===== src/rtl/fetch_queue_if.sv =====
// fetch_queue_if: memory request/response, decode-side and redirect signals of fetch_queue.
// master is the fetch_queue side; slave is the memory/decode/branch environment.
interface fetch_queue_if #(
    parameter int DEPTH = 4
);
    logic                     req_valid_o;
    logic                     req_ready_i;
    logic [31:0]              req_addr_o;
    logic                     resp_valid_i;
    logic [31:0]              resp_data_i;
    logic                     redirect_i;
    logic [31:0]              redirect_pc_i;
    logic                     stall_i;
    logic                     valid_o;
    logic [31:0]              instr_o;
    logic [31:0]              pc_o;
    logic [$clog2(DEPTH):0]   outstanding_o;
    modport master (
        output req_valid_o, req_addr_o, valid_o, instr_o, pc_o, outstanding_o,
        input  req_ready_i, resp_valid_i, resp_data_i, redirect_i, redirect_pc_i, stall_i
    );
    modport slave (
        input  req_valid_o, req_addr_o, valid_o, instr_o, pc_o, outstanding_o,
        output req_ready_i, resp_valid_i, resp_data_i, redirect_i, redirect_pc_i, stall_i
    );
endinterface


===== src/rtl/fetch_queue.sv =====
// fetch_queue: decoupled instruction fetch queue with credit-based request issue and redirect flush.
// Define FETCH_QUEUE_BYPASS_EN to present an undiscarded response the same cycle when the queue is empty.
module fetch_queue #(
    parameter int          DEPTH     = 4,
    parameter logic [31:0] RESET_PC  = 32'h0000_0000,
    parameter logic [31:0] NOP_INSTR = 32'h0000_0013
) (
    input logic           clk,
    input logic           rst,
    fetch_queue_if.master bus
);
    localparam int AW = $clog2(DEPTH);
    localparam int CW = AW + 1;
    localparam logic [CW:0]   CREDIT = (CW + 1)'(DEPTH);
    localparam logic [CW-1:0] FULL   = CW'(DEPTH);
    logic [31:0]   q_instr [DEPTH];
    logic [31:0]   q_pc    [DEPTH];
    logic [AW-1:0] rd_ptr, wr_ptr;
    logic [CW-1:0] count, outstanding, drop_cnt;
    logic [31:0]   fetch_pc, resp_pc, target_pc;
    logic          empty, hs, resp_take, resp_keep, bypass, push, pop;
    // Responses with nothing outstanding belong to requests killed by reset and are ignored.
    always_comb begin
        empty             = count == '0;
        target_pc         = {bus.redirect_pc_i[31:2], 2'b00};
        bus.req_valid_o   = !rst && !bus.redirect_i && ({1'b0, count} + {1'b0, outstanding} < CREDIT);
        bus.req_addr_o    = fetch_pc;
        hs                = bus.req_valid_o && bus.req_ready_i;
        resp_take         = bus.resp_valid_i && outstanding != '0;
        resp_keep         = resp_take && !bus.redirect_i && drop_cnt == '0;
`ifdef FETCH_QUEUE_BYPASS_EN
        bypass            = resp_keep && empty;
`else
        bypass            = 1'b0;
`endif
        push              = resp_keep && !(bypass && !bus.stall_i);
        pop               = !empty && !bus.stall_i;
        bus.valid_o       = !empty || bypass;
        bus.instr_o       = !empty ? q_instr[rd_ptr] : bypass ? bus.resp_data_i : NOP_INSTR;
        bus.pc_o          = !empty ? q_pc[rd_ptr] : bypass ? resp_pc : '0;
        bus.outstanding_o = outstanding;
    end
    always_ff @(posedge clk) begin
        if (rst) begin
            rd_ptr      <= '0;
            wr_ptr      <= '0;
            count       <= '0;
            outstanding <= '0;
            drop_cnt    <= '0;
            fetch_pc    <= RESET_PC;
            resp_pc     <= RESET_PC;
        end else begin
            outstanding <= outstanding + CW'(hs) - CW'(resp_take);
            if (bus.redirect_i) begin
                rd_ptr   <= '0;
                wr_ptr   <= '0;
                count    <= '0;
                drop_cnt <= outstanding - CW'(resp_take);
                fetch_pc <= target_pc;
                resp_pc  <= target_pc;
            end else begin
                if (hs) fetch_pc <= fetch_pc + 32'd4;
                if (resp_take && drop_cnt != '0) drop_cnt <= drop_cnt - CW'(1);
                if (resp_keep) resp_pc <= resp_pc + 32'd4;
                if (push) wr_ptr <= wr_ptr + AW'(1);
                if (pop) rd_ptr <= rd_ptr + AW'(1);
                count <= count + CW'(push) - CW'(pop);
            end
        end
    end
    always_ff @(posedge clk) begin
        if (!rst && push) begin
            q_instr[wr_ptr] <= bus.resp_data_i;
            q_pc[wr_ptr]    <= resp_pc;
        end
    end
    // The credit rule reserves a slot for every in-flight request, so a full queue never sees a push.
    always_ff @(posedge clk) begin
        if (!rst) assert (!(push && count == FULL));
    end
endmodule


===== src/flat_wrapper.sv =====
// flat-port wrapper written by rule: the top's interface ports become plain ports
module fetch_queue_flat 
#(
    parameter int          DEPTH     = 4,
    parameter logic [31:0] RESET_PC  = 32'h0000_0000,
    parameter logic [31:0] NOP_INSTR = 32'h0000_0013
)
  (clk, rst, bus_req_valid_o, bus_req_addr_o, bus_valid_o, bus_instr_o, bus_pc_o, bus_outstanding_o, bus_req_ready_i, bus_resp_valid_i, bus_resp_data_i, bus_redirect_i, bus_redirect_pc_i, bus_stall_i);
  fetch_queue_if #(.DEPTH(DEPTH)) bus_i ();
  input logic clk;
  input logic rst;
  output wire logic [$bits(bus_i.req_valid_o)-1:0] bus_req_valid_o;
  output wire logic [$bits(bus_i.req_addr_o)-1:0] bus_req_addr_o;
  output wire logic [$bits(bus_i.valid_o)-1:0] bus_valid_o;
  output wire logic [$bits(bus_i.instr_o)-1:0] bus_instr_o;
  output wire logic [$bits(bus_i.pc_o)-1:0] bus_pc_o;
  output wire logic [$bits(bus_i.outstanding_o)-1:0] bus_outstanding_o;
  input wire logic [$bits(bus_i.req_ready_i)-1:0] bus_req_ready_i;
  input wire logic [$bits(bus_i.resp_valid_i)-1:0] bus_resp_valid_i;
  input wire logic [$bits(bus_i.resp_data_i)-1:0] bus_resp_data_i;
  input wire logic [$bits(bus_i.redirect_i)-1:0] bus_redirect_i;
  input wire logic [$bits(bus_i.redirect_pc_i)-1:0] bus_redirect_pc_i;
  input wire logic [$bits(bus_i.stall_i)-1:0] bus_stall_i;
  assign bus_req_valid_o = bus_i.req_valid_o;
  assign bus_req_addr_o = bus_i.req_addr_o;
  assign bus_valid_o = bus_i.valid_o;
  assign bus_instr_o = bus_i.instr_o;
  assign bus_pc_o = bus_i.pc_o;
  assign bus_outstanding_o = bus_i.outstanding_o;
  assign bus_i.req_ready_i = bus_req_ready_i;
  assign bus_i.resp_valid_i = bus_resp_valid_i;
  assign bus_i.resp_data_i = bus_resp_data_i;
  assign bus_i.redirect_i = bus_redirect_i;
  assign bus_i.redirect_pc_i = bus_redirect_pc_i;
  assign bus_i.stall_i = bus_stall_i;
  fetch_queue #(.DEPTH(DEPTH), .RESET_PC(RESET_PC), .NOP_INSTR(NOP_INSTR)) u_core (.clk(clk), .rst(rst), .bus(bus_i));
endmodule

===== config.mk =====
export PLATFORM = sky130hd
export DESIGN_NAME = fetch_queue_flat
export DESIGN_NICKNAME = d
export VERILOG_FILES = /design/src/rtl/fetch_queue_if.sv /design/src/rtl/fetch_queue.sv /design/src/flat_wrapper.sv
export SDC_FILE = /design/constraint.sdc
export NUM_CORES = 1
export LEC_CHECK = 0
export CORE_UTILIZATION = 55
export CTS_CLUSTER_DIAMETER = 150
export DETAILED_ROUTE_END_ITERATION = 6
export PLACE_DENSITY = 0.79
export SETUP_SLACK_MARGIN = 0.05
export SYNTH_ARGS = -nofsm -noshare
export SYNTH_HDL_FRONTEND = slang
export SYNTH_SLANG_ARGS = --single-unit

===== constraint.sdc =====
create_clock -name clk -period 7.85 [get_ports clk]
set_clock_uncertainty 0.15 [all_clocks]
set_input_delay 0.785 -clock clk [delete_from_list [all_inputs] [get_ports clk]]
set_output_delay 0.785 -clock clk [all_outputs]
set_load 0.01 [all_outputs]

==> results.cfg <==
[sta]
max_slew_margin = 0.381
rsz_0062_raised_after_global_routing = no
timing.setup.tns_ns = 0
tightestPinTransition_ns = 0.928
post-route-min-period_ns = 4.21
hold_violations = 0
layout_worst_path_cycle_share = 0.536
maxSlewViolCount = 0
worst_slack_ns = 3.64
setup_violations = 0
hold_slack_final_ns = 0.385
maxClockFrequency_mhz = 238

[clock_tree]
ctsRootBufferMaster = sky130_fd_sc_hd__clkbuf_16
clock_sink_count = 323
tritoncts.num_buffers = 31
clkLatencyLatePin_ns = 0.54
post_cts_resize_count = 0
cts_htree_levels = 1
post_cts_buffers = 0
postCtsHoldBufs = 0
tritoncts_clock_tree = yes
path_clk_slew_ns = 0.06
clockBufferDepth = 3

[floorplanning]
die_outline_height_um = 159
chipWidth_um = 159
core.rowCount = 57
die-area_sq_um = 25300
core_sq_um = 24200
boundaryPins = 171
initial_utilization = 0.559

[detailed_routing]
drtIter0Drc = 536
vias_per_cell = 5.64
wire_per_inst_um = 19.1
drt_pass1_iterations = 5
post-route-drc-count = 0
drt.antenna.violating_nets = 0
wl_um = 26800
via_count = 7908

[synth]
synth_cells = 889
yosys_warnings = 0
post_synth_fa_ha_maj_area_fraction = 0.0177
postSynthRegisterBits = 323
synth_cell_type_count = 60
async_flop_share = 0
synth_area_per_cell_sq_um = 15.3
synth_compound_area_frac = 0.0522
synth-seq-area-share = 0.660
synthSimpleGateAreaFrac = 0.101
synth_flop_cell = sky130_fd_sc_hd__edfxtp_1
synth-edff-count = 248
mappedNetlistArea_sq_um = 13600
post_synth_mux_area_share = 0.105
synth_top_family_by_area = multiplexers
post_synth_xor_area_fraction = 0.0362

[place]
placed_cells = 1346
place.detailed.hpwl_um = 16300
numPortBuffers = 164
gpl.final_weighted_congestion = 0.826
place_worst_setup_slack_ns = 4.11

[critical_path]
critPathArrivalTime_ns = 3.27
crit_path_max_fanout = 38
timing.rr.start = u_core.bus.outstanding_o[2]$_SDFF_PP0_
cp_data_required_time_ns = 6.91
cp-start-kind = register
setup.worst_path.class = reg -> out
crit_path_end_kind = output pin

[power]
power.leakage_nw = 5.43
power_per_cell_area_nw_per_um2 = 234
switching_share = 0.228
power.combinational.fraction = 0.119
seq_power_share = 0.509
power.share.clock = 0.372
p_int_mw = 2.98
p_sw_mw = 0.881
peakVddDrop_uv = 159

[global_routing]
grt_max_degree = 65
globalRouteTotalUtil = 0.213
grt_first_pass_wirelength_um = 42500
first_global_vias = 8008
number_of_antenna_violations_at_the_first_check_in_global_routing = 0
globalRouteOverflowTotal = 0

[worst_hold_path]
type_of_the_tightest_min_delay_check = reg -> reg
timing.hold.worst.start = u_core.resp_pc[31]$_SDFFE_PP0P_

[cells_and_area]
n_fill_cell = 1692
layout.cells.non_filler = 1403
most-common-layout-cells = sky130_fd_sc_hd__edfxtp_1 (248), sky130_fd_sc_hd__clkdlybuf4s50_1 (164), sky130_fd_sc_hd__dfxtp_1 (73)
area_growth_syn_to_layout_pct = 21.8
antenna-diode-count = 0
layout_utilization = 0.681
post_route_cells_drive_above_1_share = 0.133
finish.net_count = 1143
layout_commonest_cell = sky130_fd_sc_hd__edfxtp_1

[run]
drv.max_cap_violation_count = 0

[run_status]
outcome = finished, final reports clean
-- power by group through the flow --
stage,clock [mW],sequential (mW),combinational (mW)
2_1_floorplan,0,1.99,0.251
6_report,1.44,1.96,0.458
5_1_grt,1.53,1.97,0.500
3_5_place_dp,0,2.00,0.460
3_3_place_gp,0,2.00,0.454
4_1_cts,1.47,1.96,0.463
-- synthesized netlist by cell type (all sizes together) (4+ instances only) --
cell type | number | area (sq um)
a211oi | 5 | 37.5
a21boi | 31 | 233
a21oi | 29 | 145
and2 | 6 | 37.5
and3 | 13 | 81.3
and4 | 8 | 71.3
buf | 18 | 103
clkbuf | 27 | 101
dfxtp | 75 | 1500
edfxtp | 248 | 7450
ha | 16 | 200
inv | 43 | 161
mux4 | 62 | 1400
nand2 | 31 | 119
nand3 | 23 | 125
nand4 | 27 | 205
nor2 | 27 | 101
nor2b | 61 | 382
nor3 | 19 | 111
nor4 | 7 | 58.8
o21a | 7 | 52.6
o21ai | 9 | 45.0
o31a | 4 | 35.0
or2 | 4 | 25.0
xnor2 | 26 | 228
xor2 | 30 | 263
-- per-stage QoR --
step	power [mW]	cell area, sq um
6_report	3.86	16500
5_1_grt	4.00	16500
4_1_cts	3.90	16500
3_5_place_dp	2.46	15500
3_3_place_gp	2.45	15500
2_1_floorplan	2.24	13600
-- cell type report --
type | instances | area, sq um | area share
Clock buffer | 47 | 927 | 0.0561
Clock inverter | 10 | 76.3 | 0.00462
Inverter | 44 | 165 | 0.0100
Multi-Input combinational cell | 480 | 4260 | 0.258
Sequential cell | 323 | 8950 | 0.542
Tap cell | 324 | 405 | 0.0245
Timing Repair Buffer | 175 | 1720 | 0.104
-- worst max-delay path, cell delays in order (launching register included) --
cell and delay [ns]:
sky130_fd_sc_hd__dfxtp_4 0.69, sky130_fd_sc_hd__buf_4 0.71, sky130_fd_sc_hd__mux4_2 0.60, sky130_fd_sc_hd__nor2b_1 0.17, sky130_fd_sc_hd__clkdlybuf4s50_1 0.54
-- routing by layer --
metal | GRT usage | vias to the layer above | wire length [um]
li1 | - | 3678 | -
met4 | 0.0730 | 0 | 685
met2 | 0.343 | 296 | 12500
met1 | 0.305 | 3884 | 11900
met5 | 0 | - | 0
met3 | 0.0279 | 50 | 1620
-- final timing paths --
path	depth (start not counted)	slack, ns	to
max reg2reg	11	4.61	u_core.bus.outstanding_o[2]$_SDFF_PP0_
min	0	0.39	u_core.q_pc[2][31]$_DFFE_PP_
min reg2reg	0	0.39	u_core.q_pc[2][31]$_DFFE_PP_
max	4	3.64	bus_pc_o[17]
-- kinds of logic after synthesis --
kind of cell / count (synthesis)
fa+ha+maj: 18
flops: 323
mux: 65
buf+inv: 89
compound gates: 104
xor+xnor: 56
other cells: 1
simple gates: 233
-- sequential cells by signal (all words and copies together) (netlist names), named ones only --
register,count
u_core.count,3
u_core.bus.outstanding_o,3
u_core.q_instr,128
u_core.rd_ptr,2
u_core.bus.req_addr_o,30
u_core.wr_ptr,2
u_core.resp_pc,30
u_core.drop_cnt,3
u_core.q_pc,120
(Power assumes the default switching activity.)
==> variant: new RTL, same settings <==
`DEPTH` is set to 4 in 3 places; all go to 8.
--- a/src/rtl/fetch_queue_if.sv
+++ b/src/rtl/fetch_queue_if.sv
@@ -1,7 +1,7 @@
 // fetch_queue_if: memory request/response, decode-side and redirect signals of fetch_queue.
 // master is the fetch_queue side; slave is the memory/decode/branch environment.
 interface fetch_queue_if #(
-    parameter int DEPTH = 4
+    parameter int DEPTH = 8
 );
     logic                     req_valid_o;
     logic                     req_ready_i;
--- a/src/rtl/fetch_queue.sv
+++ b/src/rtl/fetch_queue.sv
@@ -1,7 +1,7 @@
 // fetch_queue: decoupled instruction fetch queue with credit-based request issue and redirect flush.
 // Define FETCH_QUEUE_BYPASS_EN to present an undiscarded response the same cycle when the queue is empty.
 module fetch_queue #(
-    parameter int          DEPTH     = 4,
+    parameter int          DEPTH     = 8,
     parameter logic [31:0] RESET_PC  = 32'h0000_0000,
     parameter logic [31:0] NOP_INSTR = 32'h0000_0013
 ) (
--- a/src/flat_wrapper.sv
+++ b/src/flat_wrapper.sv
@@ -1,7 +1,7 @@
 // flat-port wrapper written by rule: the top's interface ports become plain ports
 module fetch_queue_flat 
 #(
-    parameter int          DEPTH     = 4,
+    parameter int          DEPTH     = 8,
     parameter logic [31:0] RESET_PC  = 32'h0000_0000,
     parameter logic [31:0] NOP_INSTR = 32'h0000_0013
 )
Interface: changed (resized bus_outstanding_o); port bits go from 171 to 172. The function was not compared with the original's and may differ.
==> variant against the unedited design <==
Wire length rose by 85%; final area is 66% higher; sequential cell count rose by 254; area after synthesis rose by 72%; total power is 95% higher; critical endpoint is now bus_pc_o[3]; worst setup slack got worse by 530 ps; synthesized cell count grew 55%; first-iteration DRC count rose by 110%.
==> variant: results (changes against the unedited design) <==
qor: placement.dp.final_hpwl 26700 µm [+63%]
qor: global_routing.global_route_wire_length_before_repair 76100 µm [+79%]
qor: logic_synthesis.post_synth_xor_area_fraction 1.27% [-2.3 points]
qor: final_layout.seqAreaFraction 60.4% [+6.2 points]
qor: route.drt-initial-drc-count 1119 [+110%]
qor: global_routing.grt_util_all_layers 23.2% [+1.8 points]
qor: final_layout.largest_registers u_core.q_instr: 256 flops, u_core.q_pc: 240 flops
qor: logic_synthesis.synth.top_cells.by_count 496 x sky130_fd_sc_hd__edfxtp_1, 125 x sky130_fd_sc_hd__nor2_1, 124 x sky130_fd_sc_hd__mux4_2
qor: logic_synthesis.synth.area.mux_share 14.8% [+4.3 points]
qor: final_layout.nNonClkBuffers 182 [+4.0%]
qor: critical_path.timing.critical_path.fanout_max 72 [+89%]
qor: final_layout.multi_input_area_share 23.8% [-2.0 points]
qor: final_layout.finish.net_count 1639 [+43%]
qor: placement.placement.io_buffers 165 [+0.61%]
qor: final_layout.final_layout_size_suffix_gt1_share 15.3% [+1.9 points]
qor: cts.total_number_of_h_tree_levels 2 [+1]
qor: sta.worst_pin_slew 1210 ps [+278 ps]
qor: final_layout.n_multi_input_combinational_cell 699 [+46%]
qor: logic_synthesis.synth-edff-count 496 [+100%]
qor: critical_path.critical-path-max-stage-delay 900 ps [+190 ps]
qor: status.run_status complete, no violations
qor: global_routing.grt_start_max_net_pins 125 [+92%]
qor: logic_synthesis.synth_seq_area_share 70.7% [+4.7 points]
qor: critical_path.timing.rr.end u_core.q_instr[0][11]$_DFFE_PP_
qor: route.vias_per_cell 6.13 [+8.8%]
qor: final_layout.final-clk-cell-share 6.44% [+0.36 points]
-- variant: per-stage QoR --
stage	total power, µW	hold slack, ps	setup WS (ps)	std cells	util (%)
3_3_place_gp	4980	325	3160	2027	61.1
3_5_place_dp	5010	356	3130	2027	61.1
6_report	7540	361	3110	2124	65.3
5_1_grt	7830	392	2940	2124	65.3
4_1_cts	7600	368	3030	2124	65.3
2_1_floorplan	4320	322	1220	1380	-
-- variant: how the worst min path moves through the flow --
stage,startpoint,end,slack [ps],cells after the start
floorplan,u_core.rd_ptr[1]$_SDFFE_PP0P_,flip-flop,320,2
global placement,u_core.rd_ptr[1]$_SDFFE_PP0P_,flip-flop,320,2
detailed placement,u_core.rd_ptr[1]$_SDFFE_PP0P_,flip-flop,360,2
CTS,u_core.rd_ptr[1]$_SDFFE_PP0P_,flip-flop,370,2
global route,u_core.rd_ptr[1]$_SDFFE_PP0P_,flip-flop,390,2
finish,u_core.rd_ptr[1]$_SDFFE_PP0P_,flip-flop,360,2
-- variant: worst min-delay path: stages, from the launching register on --
cell,delay (ps)
sky130_fd_sc_hd__dfxtp_1,310
sky130_fd_sc_hd__o21ai_0,70
sky130_fd_sc_hd__a21oi_1,80
-- variant: power by group --
group	switching, µW	internal [µW]	total, µW
Clock	1080	1520	2600
Sequential	90.8	3410	3500
Combinational	738	702	1440
Total	1910	5630	7540
-- variant: per-layer routing --
layer / vias to the layer above / track usage [%] / part of all wire, %
met1: 6571 / 32.5 / 42
li1: 5796 / - / -
met4: 0 / 7.15 / 2.4
met3: 71 / 3.50 / 7.5
met2: 585 / 37.8 / 49
met5: - / 0 / 0
